$ cat src/rtl/harris_pkg.sv
// Shared constants and helpers for the Harris corner-response pipeline.
// Optional threshold feature: HARRIS_THRESH_EN.
package harris_pkg;

  localparam int DEF_DATA_WIDTH = 23;
  localparam int DEF_ADDR_WIDTH = 16;
  localparam int DEF_K_NUM      = 25;
  localparam int DEF_FIFO_DEPTH = 4;

  localparam logic [15:0] CNT_SAT = 16'hFFFF;

  function automatic int res_width(input int dw);
    return 2 * dw + 6;
  endfunction

  function automatic logic [15:0] sat_inc(input logic [15:0] c);
    return (c == CNT_SAT) ? c : c + 16'd1;
  endfunction

endpackage

$ cat src/rtl/harris_if.sv
// Structure-tensor input streams and response output handshake.
// Optional threshold feature: HARRIS_THRESH_EN (ports live on the top).
interface harris_if
  import harris_pkg::*;
#(
  parameter int DATA_WIDTH = DEF_DATA_WIDTH,
  parameter int ADDR_WIDTH = DEF_ADDR_WIDTH
);
  localparam int RES_WIDTH = res_width(DATA_WIDTH);

  logic [DATA_WIDTH-2:0] in_xx_value;
  logic [ADDR_WIDTH-1:0] in_xx_addr;
  logic                  in_xx_valid;
  logic                  in_xx_ready;

  logic [DATA_WIDTH-1:0] in_xy_value;
  logic [ADDR_WIDTH-1:0] in_xy_addr;
  logic                  in_xy_valid;
  logic                  in_xy_ready;

  logic [DATA_WIDTH-2:0] in_yy_value;
  logic [ADDR_WIDTH-1:0] in_yy_addr;
  logic                  in_yy_valid;
  logic                  in_yy_ready;

  logic signed [RES_WIDTH-1:0] out_value;
  logic [ADDR_WIDTH-1:0]       out_addr;
  logic                        out_valid;
  logic                        out_ready;

  modport master (
    output in_xx_value, in_xx_addr, in_xx_valid,
    input  in_xx_ready,
    output in_xy_value, in_xy_addr, in_xy_valid,
    input  in_xy_ready,
    output in_yy_value, in_yy_addr, in_yy_valid,
    input  in_yy_ready,
    input  out_value, out_addr, out_valid,
    output out_ready
  );

  modport slave (
    input  in_xx_value, in_xx_addr, in_xx_valid,
    output in_xx_ready,
    input  in_xy_value, in_xy_addr, in_xy_valid,
    output in_xy_ready,
    input  in_yy_value, in_yy_addr, in_yy_valid,
    output in_yy_ready,
    output out_value, out_addr, out_valid,
    input  out_ready
  );

endinterface

$ cat src/rtl/harris_evt_fifo.sv
// First-word-fall-through event FIFO with full/empty/count.
// Used per input channel of the Harris pipeline (HARRIS_THRESH_EN agnostic).
module harris_evt_fifo #(
  parameter int WIDTH = 8,
  parameter int DEPTH = 4,
  localparam int AW   = $clog2(DEPTH)
) (
  input  logic             clk,
  input  logic             rst_n,
  input  logic             push,
  input  logic [WIDTH-1:0] wdata,
  input  logic             pop,
  output logic [WIDTH-1:0] rdata,
  output logic             full,
  output logic             empty,
  output logic [AW:0]      count
);

  logic [WIDTH-1:0] mem [DEPTH];
  logic [AW-1:0]    wptr;
  logic [AW-1:0]    rptr;
  logic             do_push;
  logic             do_pop;

  assign full    = (count == (AW+1)'(DEPTH));
  assign empty   = (count == '0);
  assign do_push = push && !full;
  assign do_pop  = pop && !empty;
  assign rdata   = mem[rptr];

  always_ff @(posedge clk or negedge rst_n) begin
    if (!rst_n) begin
      wptr  <= '0;
      rptr  <= '0;
      count <= '0;
    end else begin
      if (do_push) wptr <= wptr + AW'(1);
      if (do_pop)  rptr <= rptr + AW'(1);
      count <= count + (AW+1)'(do_push) - (AW+1)'(do_pop);
    end
  end

  // Storage is a plain RAM; only the pointers need reset.
  always_ff @(posedge clk) begin
    if (do_push) mem[wptr] <= wdata;
  end

endmodule

$ cat src/rtl/harris_resp_pipe.sv
// Pipelined Harris response R = K*(xx*yy - xy^2) - (xx+yy)^2 with address join.
// Optional feature macro: HARRIS_THRESH_EN (threshold gate + supp_cnt).
module harris_resp_pipe
  import harris_pkg::*;
#(
  parameter int DATA_WIDTH  = DEF_DATA_WIDTH,
  parameter int ADDR_WIDTH  = DEF_ADDR_WIDTH,
  parameter int K_NUM       = DEF_K_NUM,
  parameter int FIFO_DEPTH  = DEF_FIFO_DEPTH,
  localparam int RES_WIDTH  = res_width(DATA_WIDTH)
) (
  input  logic        clk,
  input  logic        rst_n,
  harris_if.slave     bus,
`ifdef HARRIS_THRESH_EN
  input  logic signed [RES_WIDTH-1:0] thresh,
  output logic [15:0] supp_cnt,
`endif
  output logic [15:0] mismatch_cnt
);

  localparam int UW  = DATA_WIDTH - 1;
  localparam int CW  = $clog2(FIFO_DEPTH) + 1;
  localparam int QW  = 2 * DATA_WIDTH;
  localparam int DW2 = 2 * DATA_WIDTH + 1;

  logic [UW-1:0]         xx_h, yy_h;
  logic [DATA_WIDTH-1:0] xy_h;
  logic [ADDR_WIDTH-1:0] xx_a, xy_a, yy_a, mn;
  logic xx_full, xy_full, yy_full;
  logic xx_empty, xy_empty, yy_empty;
  logic [CW-1:0] xx_cnt, xy_cnt, yy_cnt;
  logic pop_xx, pop_xy, pop_yy;
  logic adv, go, aligned;
  logic unused_cnt;

  harris_evt_fifo #(.WIDTH(ADDR_WIDTH+UW), .DEPTH(FIFO_DEPTH)) u_xx (
    .clk(clk), .rst_n(rst_n),
    .push(bus.in_xx_valid),
    .wdata({bus.in_xx_addr, bus.in_xx_value}),
    .pop(pop_xx), .rdata({xx_a, xx_h}),
    .full(xx_full), .empty(xx_empty), .count(xx_cnt)
  );

  harris_evt_fifo #(.WIDTH(ADDR_WIDTH+DATA_WIDTH), .DEPTH(FIFO_DEPTH)) u_xy (
    .clk(clk), .rst_n(rst_n),
    .push(bus.in_xy_valid),
    .wdata({bus.in_xy_addr, bus.in_xy_value}),
    .pop(pop_xy), .rdata({xy_a, xy_h}),
    .full(xy_full), .empty(xy_empty), .count(xy_cnt)
  );

  harris_evt_fifo #(.WIDTH(ADDR_WIDTH+UW), .DEPTH(FIFO_DEPTH)) u_yy (
    .clk(clk), .rst_n(rst_n),
    .push(bus.in_yy_valid),
    .wdata({bus.in_yy_addr, bus.in_yy_value}),
    .pop(pop_yy), .rdata({yy_a, yy_h}),
    .full(yy_full), .empty(yy_empty), .count(yy_cnt)
  );

  assign unused_cnt      = ^{xx_cnt, xy_cnt, yy_cnt};
  assign bus.in_xx_ready = !xx_full;
  assign bus.in_xy_ready = !xy_full;
  assign bus.in_yy_ready = !yy_full;

  logic                  out_valid_q;
  logic [RES_WIDTH-1:0]  out_value_q;
  logic [ADDR_WIDTH-1:0] out_addr_q;

  assign adv     = !out_valid_q || bus.out_ready;
  assign go      = adv && !xx_empty && !xy_empty && !yy_empty;
  assign aligned = (xx_a == xy_a) && (xy_a == yy_a);

  // On misalignment only the lagging (lowest-address) heads are dropped.
  always_comb begin
    mn = xx_a;
    if (xy_a < mn) mn = xy_a;
    if (yy_a < mn) mn = yy_a;
  end

  assign pop_xx = go && (xx_a == mn);
  assign pop_xy = go && (xy_a == mn);
  assign pop_yy = go && (yy_a == mn);

  logic [2*UW-1:0]       p_n;
  logic [QW-1:0]         q_n, xy_e;
  logic [DATA_WIDTH-1:0] s_n;

  always_comb begin
    xy_e = {{DATA_WIDTH{xy_h[DATA_WIDTH-1]}}, xy_h};
    p_n  = {{UW{1'b0}}, xx_h} * {{UW{1'b0}}, yy_h};
    q_n  = xy_e * xy_e;
    s_n  = {1'b0, xx_h} + {1'b0, yy_h};
  end

  logic                  v1;
  logic [ADDR_WIDTH-1:0] a1;
  logic [2*UW-1:0]       p1;
  logic [QW-1:0]         q1;
  logic [DATA_WIDTH-1:0] s1;

  always_ff @(posedge clk or negedge rst_n) begin
    if (!rst_n) begin
      v1           <= 1'b0;
      a1           <= '0;
      p1           <= '0;
      q1           <= '0;
      s1           <= '0;
      mismatch_cnt <= '0;
    end else if (adv) begin
      v1 <= go && aligned;
      a1 <= xx_a;
      p1 <= p_n;
      q1 <= q_n;
      s1 <= s_n;
      if (go && !aligned) mismatch_cnt <= sat_inc(mismatch_cnt);
    end
  end

  logic [DW2-1:0] d_n;
  logic [QW-1:0]  t_n;

  always_comb begin
    d_n = {3'b000, p1} - {1'b0, q1};
    t_n = {{DATA_WIDTH{1'b0}}, s1} * {{DATA_WIDTH{1'b0}}, s1};
  end

  logic                  v2;
  logic [ADDR_WIDTH-1:0] a2;
  logic [DW2-1:0]        d2;
  logic [QW-1:0]         t2;

  always_ff @(posedge clk or negedge rst_n) begin
    if (!rst_n) begin
      v2 <= 1'b0;
      a2 <= '0;
      d2 <= '0;
      t2 <= '0;
    end else if (adv) begin
      v2 <= v1;
      a2 <= a1;
      d2 <= d_n;
      t2 <= t_n;
    end
  end

  logic [RES_WIDTH-1:0] d_x, t_x, k_x, r_n;
  logic                 pass;

  always_comb begin
    d_x = {{(RES_WIDTH-DW2){d2[DW2-1]}}, d2};
    t_x = {{(RES_WIDTH-QW){1'b0}}, t2};
    k_x = RES_WIDTH'(K_NUM);
    r_n = k_x * d_x - t_x;
  end

`ifdef HARRIS_THRESH_EN
  assign pass = $signed(r_n) > thresh;

  always_ff @(posedge clk or negedge rst_n) begin
    if (!rst_n) begin
      supp_cnt <= '0;
    end else if (adv && v2 && !pass) begin
      supp_cnt <= sat_inc(supp_cnt);
    end
  end
`else
  assign pass = 1'b1;
`endif

  always_ff @(posedge clk or negedge rst_n) begin
    if (!rst_n) begin
      out_valid_q <= 1'b0;
      out_value_q <= '0;
      out_addr_q  <= '0;
    end else if (adv) begin
      out_valid_q <= v2 && pass;
      if (v2 && pass) begin
        out_value_q <= r_n;
        out_addr_q  <= a2;
      end
    end
  end

  assign bus.out_valid = out_valid_q;
  assign bus.out_value = out_value_q;
  assign bus.out_addr  = out_addr_q;

endmodule
$ cat src/flat_wrapper.sv
// flat-port wrapper written by rule: the top's interface ports become plain ports
module harris_resp_pipe_flat import harris_pkg::*;
#(
  parameter int DATA_WIDTH  = DEF_DATA_WIDTH,
  parameter int ADDR_WIDTH  = DEF_ADDR_WIDTH,
  parameter int K_NUM       = DEF_K_NUM,
  parameter int FIFO_DEPTH  = DEF_FIFO_DEPTH,
  localparam int RES_WIDTH  = res_width(DATA_WIDTH)
)
  (clk, rst_n, mismatch_cnt, bus_in_xx_value, bus_in_xx_addr, bus_in_xx_valid, bus_in_xx_ready, bus_in_xy_value, bus_in_xy_addr, bus_in_xy_valid, bus_in_xy_ready, bus_in_yy_value, bus_in_yy_addr, bus_in_yy_valid, bus_in_yy_ready, bus_out_value, bus_out_addr, bus_out_valid, bus_out_ready);
  harris_if #(.DATA_WIDTH(DATA_WIDTH), .ADDR_WIDTH(ADDR_WIDTH)) bus_i ();
  input  logic clk;
  input  logic rst_n;
  output logic [15:0] mismatch_cnt;
  input wire logic [$bits(bus_i.in_xx_value)-1:0] bus_in_xx_value;
  input wire logic [$bits(bus_i.in_xx_addr)-1:0] bus_in_xx_addr;
  input wire logic [$bits(bus_i.in_xx_valid)-1:0] bus_in_xx_valid;
  output wire logic [$bits(bus_i.in_xx_ready)-1:0] bus_in_xx_ready;
  input wire logic [$bits(bus_i.in_xy_value)-1:0] bus_in_xy_value;
  input wire logic [$bits(bus_i.in_xy_addr)-1:0] bus_in_xy_addr;
  input wire logic [$bits(bus_i.in_xy_valid)-1:0] bus_in_xy_valid;
  output wire logic [$bits(bus_i.in_xy_ready)-1:0] bus_in_xy_ready;
  input wire logic [$bits(bus_i.in_yy_value)-1:0] bus_in_yy_value;
  input wire logic [$bits(bus_i.in_yy_addr)-1:0] bus_in_yy_addr;
  input wire logic [$bits(bus_i.in_yy_valid)-1:0] bus_in_yy_valid;
  output wire logic [$bits(bus_i.in_yy_ready)-1:0] bus_in_yy_ready;
  output wire logic [$bits(bus_i.out_value)-1:0] bus_out_value;
  output wire logic [$bits(bus_i.out_addr)-1:0] bus_out_addr;
  output wire logic [$bits(bus_i.out_valid)-1:0] bus_out_valid;
  input wire logic [$bits(bus_i.out_ready)-1:0] bus_out_ready;
  assign bus_i.in_xx_value = bus_in_xx_value;
  assign bus_i.in_xx_addr = bus_in_xx_addr;
  assign bus_i.in_xx_valid = bus_in_xx_valid;
  assign bus_in_xx_ready = bus_i.in_xx_ready;
  assign bus_i.in_xy_value = bus_in_xy_value;
  assign bus_i.in_xy_addr = bus_in_xy_addr;
  assign bus_i.in_xy_valid = bus_in_xy_valid;
  assign bus_in_xy_ready = bus_i.in_xy_ready;
  assign bus_i.in_yy_value = bus_in_yy_value;
  assign bus_i.in_yy_addr = bus_in_yy_addr;
  assign bus_i.in_yy_valid = bus_in_yy_valid;
  assign bus_in_yy_ready = bus_i.in_yy_ready;
  assign bus_out_value = bus_i.out_value;
  assign bus_out_addr = bus_i.out_addr;
  assign bus_out_valid = bus_i.out_valid;
  assign bus_i.out_ready = bus_out_ready;
  harris_resp_pipe #(.DATA_WIDTH(DATA_WIDTH), .ADDR_WIDTH(ADDR_WIDTH), .K_NUM(K_NUM), .FIFO_DEPTH(FIFO_DEPTH)) u_core (.clk(clk), .rst_n(rst_n), .bus(bus_i), .mismatch_cnt(mismatch_cnt));
endmodule
$ cat config.mk
export PLATFORM = sky130hd
export DESIGN_NAME = harris_resp_pipe_flat
export DESIGN_NICKNAME = d
export VERILOG_FILES = /design/src/rtl/harris_pkg.sv /design/src/rtl/harris_if.sv /design/src/rtl/harris_evt_fifo.sv /design/src/rtl/harris_resp_pipe.sv /design/src/flat_wrapper.sv
export SDC_FILE = /design/constraint.sdc
export NUM_CORES = 2
export LEC_CHECK = 0
export CORE_ASPECT_RATIO = 0.5
export CORE_MARGIN = 5
export CORE_UTILIZATION = 60
export CTS_CLUSTER_SIZE = 20
export DETAILED_ROUTE_END_ITERATION = 10
export PLACE_DENSITY = 0.82
export SLEW_MARGIN = 20
export SYNTH_ARGS = -nofsm -noshare
export SYNTH_HDL_FRONTEND = slang
export SYNTH_SLANG_ARGS = --single-unit
$ cat constraint.sdc
create_clock -name clk -period 11.5 [get_ports clk]
set_input_delay 2.875 -clock clk [delete_from_list [all_inputs] [get_ports clk]]
set_output_delay 2.875 -clock clk [all_outputs]
set_load 0.02 [all_outputs]
==> results.txt <==
setup TNS: 0 ns
Tmin final: 10.09 ns
Num CTS Buffers: 77
CP Data Required Time: 12.03 ns
combinational family with the most area after synthesis: adder cells
PortBufs: 208
crit-path max FO: 24
GR Overflow Total: 0
Post-synth EDFFs: 460
Final period util: 0.8776
post_cts resized: 0
post-synthesis mux area share: 0.03254
CTS HTree Levels: 3
CTS tree: yes
I/O pin count: 209
Max stage delay on crit path: 0.80 ns
Worst EP arrival: 10.63 ns
initial antenna violation count: 10
synthesis-to-layout area growth: 7.633%
Synth Area in Simple Gates: 0.1036
post-synthesis compound-gate area fraction: 0.07413
Async S/R FF share, synth: 0.4279
Critical Path Source Type: register
CP Capture Type: register
Cell variety after synth: 84
Yosys reg bits: 804
DP HPWL: 173700 µm
RSZ-0062 raised after global routing: no
# DRC: 0
Slew Viols, Final: 0
final WL: 224400 µm
drt first-iter violations: 5778
final worst slack: 1.407 ns
Final Hold Violating Endpoints: 0
# clock sinks: 804
core box area: 146000 µm²
syn_nets: 10.85k
clock root buffer: clkbuf_16
Peak Freq: 99.08 MHz
post-synthesis sequential area ratio: 0.2537
Rel. slew slack: 0.1552
worst min path class: reg2reg
Via Count: 62.41k
worst-path cell with the longest stage delay: clkinv_1
Final ANT Viol Nets: 0
GRT Util Overall: 0.2928
hold_ws: 0.4689 ns
vias per cell: 5.792
top routing layer used: met5
Synth Area in XOR/XNOR: 0.03043
DR WL/cell: 20.83 µm
final setup fails: 0
Initial Util: 0.6051
syn_area_per_cell: 10.21 µm²
Final Skew: 0.05780 ns
Initial DRT Pass Iterations: 6
dpl ws: 1.589 ns
Die Footprint: 155500 µm²
Layout Nets: 10.94k
Top cell by count, worst path: fa_1
status: finished, final reports clean
M1 wire length: 86760 µm
met2 WL: 107200 µm
ratio of cells with drive above 1 in the final layout: 0.04329
most common cell after layout, fill and taps aside: inv_1
first-pass GRT wire length: 358400 µm
worst-margin pin slew: 1.259 ns
die span in x: 552.7 µm
postcts setup bufs: 0
largest net degree at the start of global routing: 179
Max Buffers Root-to-Sink: 3
vias in the first global route: 66.10k
YS warnings: 0
Max-Cap Viols: 0
Worst-Skew Late Latency: 0.71 ns
Post-Syn Area: 88370 µm²
Die Y: 281.4 µm
met3 wire length: 20980 µm
RePlAce Congestion: 0.9804
top_reg_cell synth: edfxtp_1
Adder-Cell Fraction of Synth Area: 0.4124
Reg clk slew, reported paths: 0.07 ns
most frequent cells in the layout: inv_1 (1895), fa_1 (1396), nand2_1 (1031)
Worst Setup Path Type: reg2reg
Synth Instances: 8657
# hold bufs at CTS: 0
# rows: 99
==> routing by layer <==
layer,vias to the layer above,GRT usage
li1,27400,-
met1,31460,0.3850
met2,2866,0.4853
met3,676,0.06434
met4,10,0.1076
met5,-,0
==> final timing paths <==
| check | startpoint | to | slack, ns | cells past startpoint |
|---|---|---|---|---|
| worst max-delay path | u_core.u_xy.rptr[1] | u_core.q1[44] | 1.41 | 28 |
| worst min-delay path | u_core.a1[0] | u_core.a1[0] | 0.47 | 2 |
| worst max register to register | u_core.u_xy.rptr[1] | u_core.q1[44] | 1.41 | 28 |
| worst min register to register | u_core.a1[0] | u_core.a1[0] | 0.47 | 2 |
| max in group asynchronous | rst_n | u_core.t2[13] | 7.36 | 3 |
| min in group asynchronous | rst_n | u_core.mismatch_cnt[4] | 2.16 | 1 |
==> logic make-up after synthesis <==
group	after synthesis
adder cells (fa/ha/maj)	2075
buffers and inverters	2186
XOR/XNOR	307
flip-flops	804
AO/OA/AOI/OAI	1048
multiplexers	191
AND/OR/NAND/NOR	2046
==> critical path: cells and delay by family (launching register included) <==
kind                       cells  cell delay (ns)
and+or+nand+nor                2             0.54
buffers and inverters          7             1.53
AOI/OAI and AO/OA              9             2.79
DFF                            1             0.67
xor gates and xnor gates       1             0.15
muxes                          1             0.38
adders and majority gates      8             3.86
==> per-stage QoR <==
step           area, µm²  cells    util
2_1_floorplan      88370   8657       -
3_3_place_gp       92510  10630  0.6334
3_5_place_dp       92510  10630  0.6334
4_1_cts            95100  10770  0.6512
5_1_grt            95110  10770  0.6513
6_report           95120  10780  0.6513
==> cell usage after synthesis, types with 16 or more instances <==
master	count	area share
mux2_2	50	0.0064
nor2b_1	26	0.0018
buf_2	22	0.0012
clkbuf_1	227	0.0096
a21boi_0	23	0.0020
buf_1	32	0.0014
a21oi_1	306	0.017
mux2i_1	69	0.0078
mux4_2	72	0.018
nor3_1	59	0.0033
and2_1	246	0.017
inv_1	1895	0.080
nand2b_1	31	0.0022
ha_1	679	0.096
xor2_1	114	0.011
fa_1	1396	0.32
o21a_1	45	0.0038
o21bai_1	40	0.0034
nand2_1	1032	0.044
o21ai_0	255	0.014
nand4_1	41	0.0029
edfxtp_1	460	0.16
and3_1	39	0.0028
nand3_1	56	0.0032
or3_1	16	0.0011
o21ai_1	27	0.0015
nor2_1	414	0.018
xnor2_1	193	0.019
a21o_1	116	0.0099
dfrtp_1	344	0.097
a31oi_1	21	0.0015
a211oi_1	43	0.0037
o31ai_1	27	0.0023
o211ai_1	25	0.0021
==> sequential cells by signal, indices dropped and copies added (netlist names), 23 cells and up <==
signal and count:
u_core.q1 45, u_core.d2 47, u_core.t2 45, u_core.p1 44, u_core.u_xy.mem 156, u_core.s1 23
u_core.u_yy.mem 152, u_core.u_xx.mem 152, u_core.bus.out_value 52
==> area by class of cell <==
type	count	area, µm²
diodes	4	10.01
clock buffers	97	2022
clock inverters	45	573.1
fillers	10840	50930
inverters	1904	7147
multi-input cells	5667	57780
flip-flops and latches	804	22430
well taps	1969	2464
repair buffers	285	2690
Power is not shown: default switching activity piles up to over one toggle a cycle in this logic, so the estimate is an artifact.
